===== config.mk =====
export PLATFORM = sky130hd
export DESIGN_NAME = rtype_issue_wb
export DESIGN_NICKNAME = d
export VERILOG_FILES = /design/src/rtl/mips_pkg.sv /design/src/rtl/regfile_2r1w.sv /design/src/rtl/rtype_issue_wb.sv
export SDC_FILE = /design/constraint.sdc
export NUM_CORES = 2
export LEC_CHECK = 0
export BUFFER_PORTS_ARGS = -buffer_cell sky130_fd_sc_hd__buf_4
export CAP_MARGIN = 20
export CORE_AREA = 2 2 232 463
export DETAILED_ROUTE_END_ITERATION = 7
export DIE_AREA = 0 0 234 465
export PLACE_DENSITY = 0.81
export SLEW_MARGIN = 5
export SYNTH_ARGS = -nofsm -noshare
export SYNTH_HDL_FRONTEND = slang
export SYNTH_HIERARCHICAL = 1
export SYNTH_SLANG_ARGS = --single-unit

===== constraint.sdc =====
create_clock -name clk -period 6.4 [get_ports clk]
set_input_delay 0.64 -clock clk [delete_from_list [all_inputs] [get_ports clk]]
set_output_delay 0.64 -clock clk [all_outputs]
set_load 0.1 [all_outputs]

===== src/rtl/mips_pkg.sv =====
// mips_pkg: shared R-type encodings, instruction field positions and the
// issue/writeback sequencer state type.
package mips_pkg;
    localparam logic [5:0] FUNCT_ADD    = 6'b100000;
    localparam logic [5:0] FUNCT_SUB    = 6'b100010;
    localparam logic [5:0] FUNCT_AND    = 6'b100100;
    localparam logic [5:0] FUNCT_OR     = 6'b100101;
    localparam logic [5:0] FUNCT_SLT    = 6'b101010;
    localparam logic [5:0] FUNCT_NOP    = 6'b000000;
    localparam logic [5:0] OPCODE_RTYPE = 6'b000000;
    localparam int OP_LSB = 26;
    localparam int RS_LSB = 21;
    localparam int RT_LSB = 16;
    localparam int RD_LSB = 11;
    localparam int FN_LSB = 0;
    typedef enum logic [1:0] {ST_IDLE, ST_READ, ST_HOLD, ST_WB} state_t;
    function automatic logic is_legal(input logic [5:0] op, input logic [5:0] fn);
        return op == OPCODE_RTYPE &&
               (fn == FUNCT_ADD || fn == FUNCT_SUB || fn == FUNCT_AND ||
                fn == FUNCT_OR  || fn == FUNCT_SLT);
    endfunction
endpackage


===== src/rtl/regfile_2r1w.sv =====
// regfile_2r1w: 32x32 register file, two operand read ports plus a debug port,
// one synchronous write port; index 0 is hardwired to zero.
module regfile_2r1w (
    input  logic        clk,
    input  logic        rst_n,
    input  logic        i_we,
    input  logic [4:0]  i_waddr,
    input  logic [31:0] i_wdata,
    input  logic [4:0]  i_ra,
    input  logic [4:0]  i_rb,
    input  logic [4:0]  i_rdbg,
    output logic [31:0] o_a,
    output logic [31:0] o_b,
    output logic [31:0] o_dbg
);
    logic [31:0] r_mem [32];
    always_ff @(posedge clk) begin
        if (!rst_n) begin
            for (int i = 0; i < 32; i++) r_mem[i] <= '0;
        end else if (i_we && i_waddr != 5'd0) begin
            r_mem[i_waddr] <= i_wdata;
        end
    end
    assign o_a   = (i_ra   == 5'd0) ? '0 : r_mem[i_ra];
    assign o_b   = (i_rb   == 5'd0) ? '0 : r_mem[i_rb];
    assign o_dbg = (i_rdbg == 5'd0) ? '0 : r_mem[i_rdbg];
endmodule


===== src/rtl/rtype_issue_wb.sv =====
// rtype_issue_wb: single-issue R-type sequencer around the two-phase ALU;
// decodes, holds ALU operands for HOLD_CYCLES edges, then retires to the regfile.
module rtype_issue_wb
    import mips_pkg::*;
#(
    parameter int HOLD_CYCLES = 3
) (
    input  logic        clk,
    input  logic        rst_n,
    input  logic        instr_valid,
    output logic        instr_ready,
    input  logic [31:0] instr,
    output logic [5:0]  alu_funct,
    output logic [31:0] alu_a,
    output logic [31:0] alu_b,
    input  logic [31:0] alu_out,
    input  logic        alu_overflow,
    output logic        result_valid,
    output logic [31:0] result_data,
    output logic [4:0]  result_rd,
    output logic        wb_en,
    output logic        ovf_trap,
    output logic        illegal_instr,
    input  logic [4:0]  dbg_addr,
    output logic [31:0] dbg_data
);
    localparam int CW = $clog2(HOLD_CYCLES + 1);
    state_t r_state, w_next;
    logic [5:0] r_op, r_fn;
    logic [4:0] r_rs, r_rt, r_rd;
    logic [CW-1:0] r_cnt;
    logic [31:0] w_rs_data, w_rt_data;
    logic w_legal, w_addsub, w_hold_done;
    assign w_legal     = is_legal(r_op, r_fn);
    assign w_addsub    = r_fn == FUNCT_ADD || r_fn == FUNCT_SUB;
    assign w_hold_done = r_cnt == CW'(HOLD_CYCLES - 1);
    assign instr_ready = rst_n && r_state == ST_IDLE;
    always_ff @(posedge clk) begin
        if (!rst_n) r_state <= ST_IDLE;
        else        r_state <= w_next;
    end
    always_comb begin
        w_next = r_state;
        case (r_state)
            ST_IDLE: w_next = instr_valid ? ST_READ : ST_IDLE;
            ST_READ: w_next = w_legal ? ST_HOLD : ST_WB;
            ST_HOLD: w_next = w_hold_done ? ST_WB : ST_HOLD;
            default: w_next = ST_IDLE;
        endcase
    end
    // Result and flags register on the edge entering WB; the regfile write follows on the WB edge.
    always_ff @(posedge clk) begin
        if (!rst_n) begin
            {r_op, r_fn, r_rs, r_rt, r_rd} <= '0;
            r_cnt         <= '0;
            alu_a         <= '0;
            alu_b         <= '0;
            alu_funct     <= '0;
            result_data   <= '0;
            result_rd     <= '0;
            result_valid  <= 1'b0;
            wb_en         <= 1'b0;
            ovf_trap      <= 1'b0;
            illegal_instr <= 1'b0;
        end else begin
            result_valid  <= 1'b0;
            wb_en         <= 1'b0;
            ovf_trap      <= 1'b0;
            illegal_instr <= 1'b0;
            r_cnt         <= (r_state == ST_HOLD) ? r_cnt + 1'b1 : '0;
            if (r_state == ST_IDLE && instr_valid) begin
                r_op <= instr[OP_LSB +: 6];
                r_rs <= instr[RS_LSB +: 5];
                r_rt <= instr[RT_LSB +: 5];
                r_rd <= instr[RD_LSB +: 5];
                r_fn <= instr[FN_LSB +: 6];
            end
            if (r_state == ST_READ && w_legal) begin
                alu_a     <= w_rs_data;
                alu_b     <= w_rt_data;
                alu_funct <= r_fn;
            end
            if (r_state != ST_WB && w_next == ST_WB) begin
                result_valid  <= 1'b1;
                result_rd     <= r_rd;
                result_data   <= w_legal ? alu_out : '0;
                illegal_instr <= !w_legal;
                ovf_trap      <= w_legal && w_addsub && alu_overflow;
                wb_en         <= w_legal && r_rd != 5'd0 && !(w_addsub && alu_overflow);
            end
        end
    end
    regfile_2r1w u_rf (
        .clk     (clk),
        .rst_n   (rst_n),
        .i_we    (r_state == ST_WB && wb_en),
        .i_waddr (result_rd),
        .i_wdata (result_data),
        .i_ra    (r_rs),
        .i_rb    (r_rt),
        .i_rdbg  (dbg_addr),
        .o_a     (w_rs_data),
        .o_b     (w_rt_data),
        .o_dbg   (dbg_data)
    );
endmodule


* Yosys cells after proc, flatten, opt, wreduce, memory -nomap -nowiden
Memory sizes are Yosys's and may differ from the RTL's. A register that Yosys moved wholly into a read port is not among the register bits.
Cells that the tools add are included.
** Word-level totals
- Flip-flop bits (word level) :: 142
- RAM bits :: 1024
- Output and inout port bits :: 144
- Logic and storage cells :: 77
- Memories :: 1
** Cells by class
- Add/sub/neg operators :: 1
- Equality and inequality tests :: 11
- Mux-type cells :: 20
- Reduce and logical (&&, ||, !) cells :: 28
** Memory list
- u_rf.r_mem :: depth 32, width 32, rd ports 3, clocked after Yosys merged registers in 2, wr ports 32, RTL line regfile_2r1w.sv:16 : logic [31:0] r_mem [32];
** Operators by type and width (count)
- 2-to-1 mux 32 bit :: 5
- OR reduction 32 bit :: 1
- == test 6 bit (second input constant) :: 5
- 2-to-1 mux 5 bit :: 5
- zero test 5 bit :: 3
- logical AND 1 bit :: 12
- nonzero test 5 bit :: 2
- 2-to-1 mux 1 bit :: 9
- == test 2 bit (second input constant) :: 4
- zero test 6 bit :: 1
- case mux 2 bit (3 select lines) :: 1
- logical OR 1 bit :: 4
- AND reduction 2 bit :: 2
- adder 2 x 1 -> 2 bit (second input constant) :: 1
- == test 2 x 1 -> 1 bit (second input constant) :: 1
- zero test 1 bit :: 2
- zero test 2 bit :: 1
- != test 2 bit (second input constant) :: 1

* Longest topological paths before layout
- Word-level depth :: 11
- Depth in mapped cells :: 12
- Depth with buffers taken out :: 7

* Modules after synthesis
The synthesis kept the hierarchy.
** Modules (own cells, without submodules)
- regfile_2r1w :: times used 1, cells an instance 4328, area each 62563.8 µm², sequential area each 30749.5 µm²
- rtype_issue_wb :: times used 1, cells an instance 633, area each 5410.2 µm², sequential area each 2842.7 µm²

* Least setup slack after synthesis
No wires, ideal clock.
- Path kind :: input-to-output
- Start :: input port dbg_addr[0]
- End :: output port dbg_data[19]
- Arrival :: 4.125 ns
- Setup slack :: 1.635 ns
- Stages :: 9
- Buffers on the path :: 5
- Cell sequence :: buf_2 > buf_6 > buf_4 > buf_6 > buf_4 > mux2i_1 > a22oi_1 > nand3_1 > a311oi_1
** Between the ends
- Word-level cells in the longest chain between the ends :: 2
** Ends and longest elaborated chain
- start, declared :: RTL line rtype_issue_wb.sv:24 : input logic [4:0] dbg_addr,
- memory (32 x 32 bit) / zero test 5 bit (equally long branches)
- 2-to-1 mux 32 bit * :: RTL line regfile_2r1w.sv:26 : assign o_dbg = (i_rdbg == 5'd0) ? '0 : r_mem[i_rdbg];
- end, declared :: RTL line rtype_issue_wb.sv:25 : output logic [31:0] dbg_data
Every way passes the cells marked *; elsewhere a longest branch is shown, timed or not.

* Worst setup path after layout
- Start :: input port dbg_addr[2]
- End :: output port dbg_data[19]
Same word-level chain as after synthesis.

==> run_results.csv <==
group,metric,value,unit
pwr,total_power,19.2,mW
setup_path,cp_num_buf_inv,3,
floorplan,die_h,465,um
sta,slew_headroom,8.23,%
cts,clk_latency,760,ps
synth,synth-edff-count,1024,
grt,antenna_found_initial,13,
pwr,p_int,13.5,mW
final_layout,syn_to_final_growth,10.3,%
synth,syn_area,68000,um2
cts,cts.path.max_buffers,3,
place,hpwl,157000,um
floorplan,rows,169,
sta,max_clock_freq,189,MHz
synth,synth_top_area_share,45.2,%
final_layout,layout_commonest_cell,"edfxtp_1",
route,wl,263000,um
route,dr.pass1.iters,8,
synth,yosysUniqueCellTypes,56,
sta,period_minus_slack,5290,ps
cts,root_buffer,"clkbuf_16",
synth,synth_top_area_cell,"edfxtp_1",
synth,yosys_most_used_dff,"edfxtp_1",
cts,cts.repair.resized,0,
pwr,p_leak,26.2,nW
route,via_count,50600,
final_layout,final_layout_size_suffix_gt1_share,27.5,%
synth,ys.warnings.count,6,
setup_path,ff2ff_path_depth,8,
sta,rsz0062_at_grt,"no",
route,drtIter0Drc,8957,
cts,post_cts_buffers,0,
grt,grt_pass1_wl,368000,um
final_layout,layout.nets,5069,
sta,fin_skew,25.3,ps
synth,async_flop_share,0,%
pwr,switching_share,29.8,%
setup_path,r2r_end,"alu_b[19]",
sta,setup_viol,0,
setup_path,cp_max_fo,74,
cts,htreeDepth,3,
setup_path,critPathTopFamily,"buffers and inverters",
place,place.port_buffers,211,
pwr,p_switching,5.73,mW
setup_path,rr_startpoint,"r_rt[1]",
setup_path,crit_path_end_kind,"output port",
synth,syn_inst,4961,
cts,cts_buffers,102,
cts,cts_sinks,1166,
pwr,seq_power_share,45.8,%
floorplan,die_w,234,um
final_layout,final_cell_mix,"edfxtp_1, and2_1, mux4_2",
pwr,ir_worst_vdd,0.311,mV
min_path,holdPathStages,3,
setup_path,criticalPathCategory,"in2out",
setup_path,crit_chain,"buf_6 > buf_4 > nor2b_4 > a2111oi_0 > a311oi_1 > buf_4",
setup_path,crit_start,"dbg_addr[2]",
place,gp_congestion,0.998,
pwr,pwr-share-clk,34.2,%
grt,overflow,0,
setup_path,worstPathArrival,4650,ps
route,wl_per_cell,40.8,um
grt,track_usage,48.9,%
route,vias_per_cell,7.85,
min_path,holdCritPathClass,"in2reg",
setup_path,max_stage_delay,940,ps
sta,fin_crit_sh,82.7,%
cts,cts_tree,"built",
min_path,hp-start,"alu_out[28]",
job,max-cap-violations,0,
setup_path,crit_path_start_kind,"input pin",
synth,yosysSeqAreaShare,49.4,%
synth,synth_area_per_cell,13.7,um2
synth,synth_seq_cells,1166,
route,antenna_left,0,
setup_path,cp_common_cell,"buf_4",
synth,synth_area_leaders,"edfxtp_1, mux4_2, and2_1",
grt,grt_pass1_vias,50200,
floorplan,core,106000,um2
status,status,"complete, no violations",
sta,hold_violations,0,
floorplan,dieArea,109000,um2
floorplan,start_util,64.4,%
cts,postCtsHoldBufs,0,
pwr,p_per_area,257,nW/um2
setup_path,r2r_slack,2320,ps
grt,grt_max_degree,94,
min_path,holdPathEnd,"result_data[28]",
route,drc,0,
pwr,p_comb_share,20.1,%
setup_path,cp.required,5760,ps
sta,tightest_slew,1370,ps
sta,drv_slew,0,
floorplan,io_pins,217,
sta,fin_setup_tns,0,ps
cts,path_clk_slew,60,ps
setup_path,slowest_stage,"nor2b_4",
final_layout,fin_util,71.1,%
==> routing by layer <==
| metal | GRT usage (%) | share of wire (%) | vias up |
|---|---|---|---|
| met5 | 0 | 0.049 | - |
| met4 | 49.8 | 13 | 10 |
| met3 | 17.7 | 15 | 1547 |
| met2 | 69.3 | 43 | 5281 |
| met1 | 55.5 | 29 | 24600 |
| li1 | - | - | 19200 |
==> synth_stat cells (all sizes together) (65+ instances only) <==
master / n
a21boi: 95
a21oi: 65
a22oi: 71
and2: 1018
buf: 180
clkbuf: 368
dfxtp: 142
edfxtp: 1024
mux2i: 365
mux4: 623
nand2: 255
nor2: 65
o22ai: 69
==> worst max path at each step <==
stage / cells past startpoint / slack [ps] / to
finish: 6 / 1110 / dbg_data[19]
global route: 6 / 1290 / dbg_data[19]
CTS: 8 / 1630 / dbg_data[16]
detailed placement: 8 / 1650 / dbg_data[16]
global placement: 8 / 1620 / dbg_data[16]
floorplan: 9 / 1630 / dbg_data[19]
==> state kept, by name, summed over array words and instances (netlist names) <==
| register | count |
|---|---|
| r_rd | 5 |
| alu_funct | 6 |
| u_rf/r_mem | 1024 |
| r_rs | 5 |
| illegal_instr | 1 |
| r_cnt | 2 |
| alu_a | 32 |
| r_fn | 6 |
| alu_b | 32 |
| result_rd | 5 |
| wb_en | 1 |
| r_rt | 5 |
| r_state | 2 |
| result_data | 32 |
| r_op | 6 |
| ovf_trap | 1 |
| result_valid | 1 |
==> tightest hold or removal path, delay by kind of cell <==
| kind | cells | cell delay (ps) |
|---|---|---|
| buffers and inverters | 1 | 80 |
| AO/OA/AOI/OAI | 1 | 70 |
| AND/OR/NAND/NOR | 1 | 60 |
==> power by group through the flow <==
stage          clock [mW]  sequential, mW  combinational, mW
3_3_place_gp            0            8.92               3.56
4_1_cts              6.55            8.79               3.62
2_1_floorplan           0            8.87               2.33
6_report             6.58            8.81               3.86
5_1_grt              6.84            8.82               3.85
3_5_place_dp            0            8.95               3.61
==> final cells by class <==
cell class	count	area, um2
multi-input combinational	3247	32500
timing repair buffer	442	3520
tap	1368	1710
fill	6761	30500
antenna	5	12.5
sequential	1166	33600
clock inverter	51	574
clock buffer	139	2880
inverter	31	116
==> cell families (layout without fill, tap and decap cells) <==
family	count (synthesis)	count (layout)	share of synthesized area, %
muxes	1052	1052	27.1
and+or+nand+nor	1536	1536	13.0
other	1	37	0.00552
adders and majority gates	6	6	0.110
AOI/OAI and AO/OA	621	621	6.61
DFF	1166	1166	49.4
buffers and inverters	579	663	3.81
==> stage by stage <==
step / std cells / hold WS, ps / area, um2 / setup WS [ps]
after global placement: 6241 / 405 / 71400 / 1620
after floorplan: 4992 / 391 / 68100 / 1630
after CTS: 6433 / 115 / 74800 / 1630
final: 6449 / 121 / 75000 / 1110
after detailed placement: 6243 / 412 / 71400 / 1650
after global routing: 6445 / 139 / 75000 / 1290
Note: power is estimated with default switching activity, not from simulation.
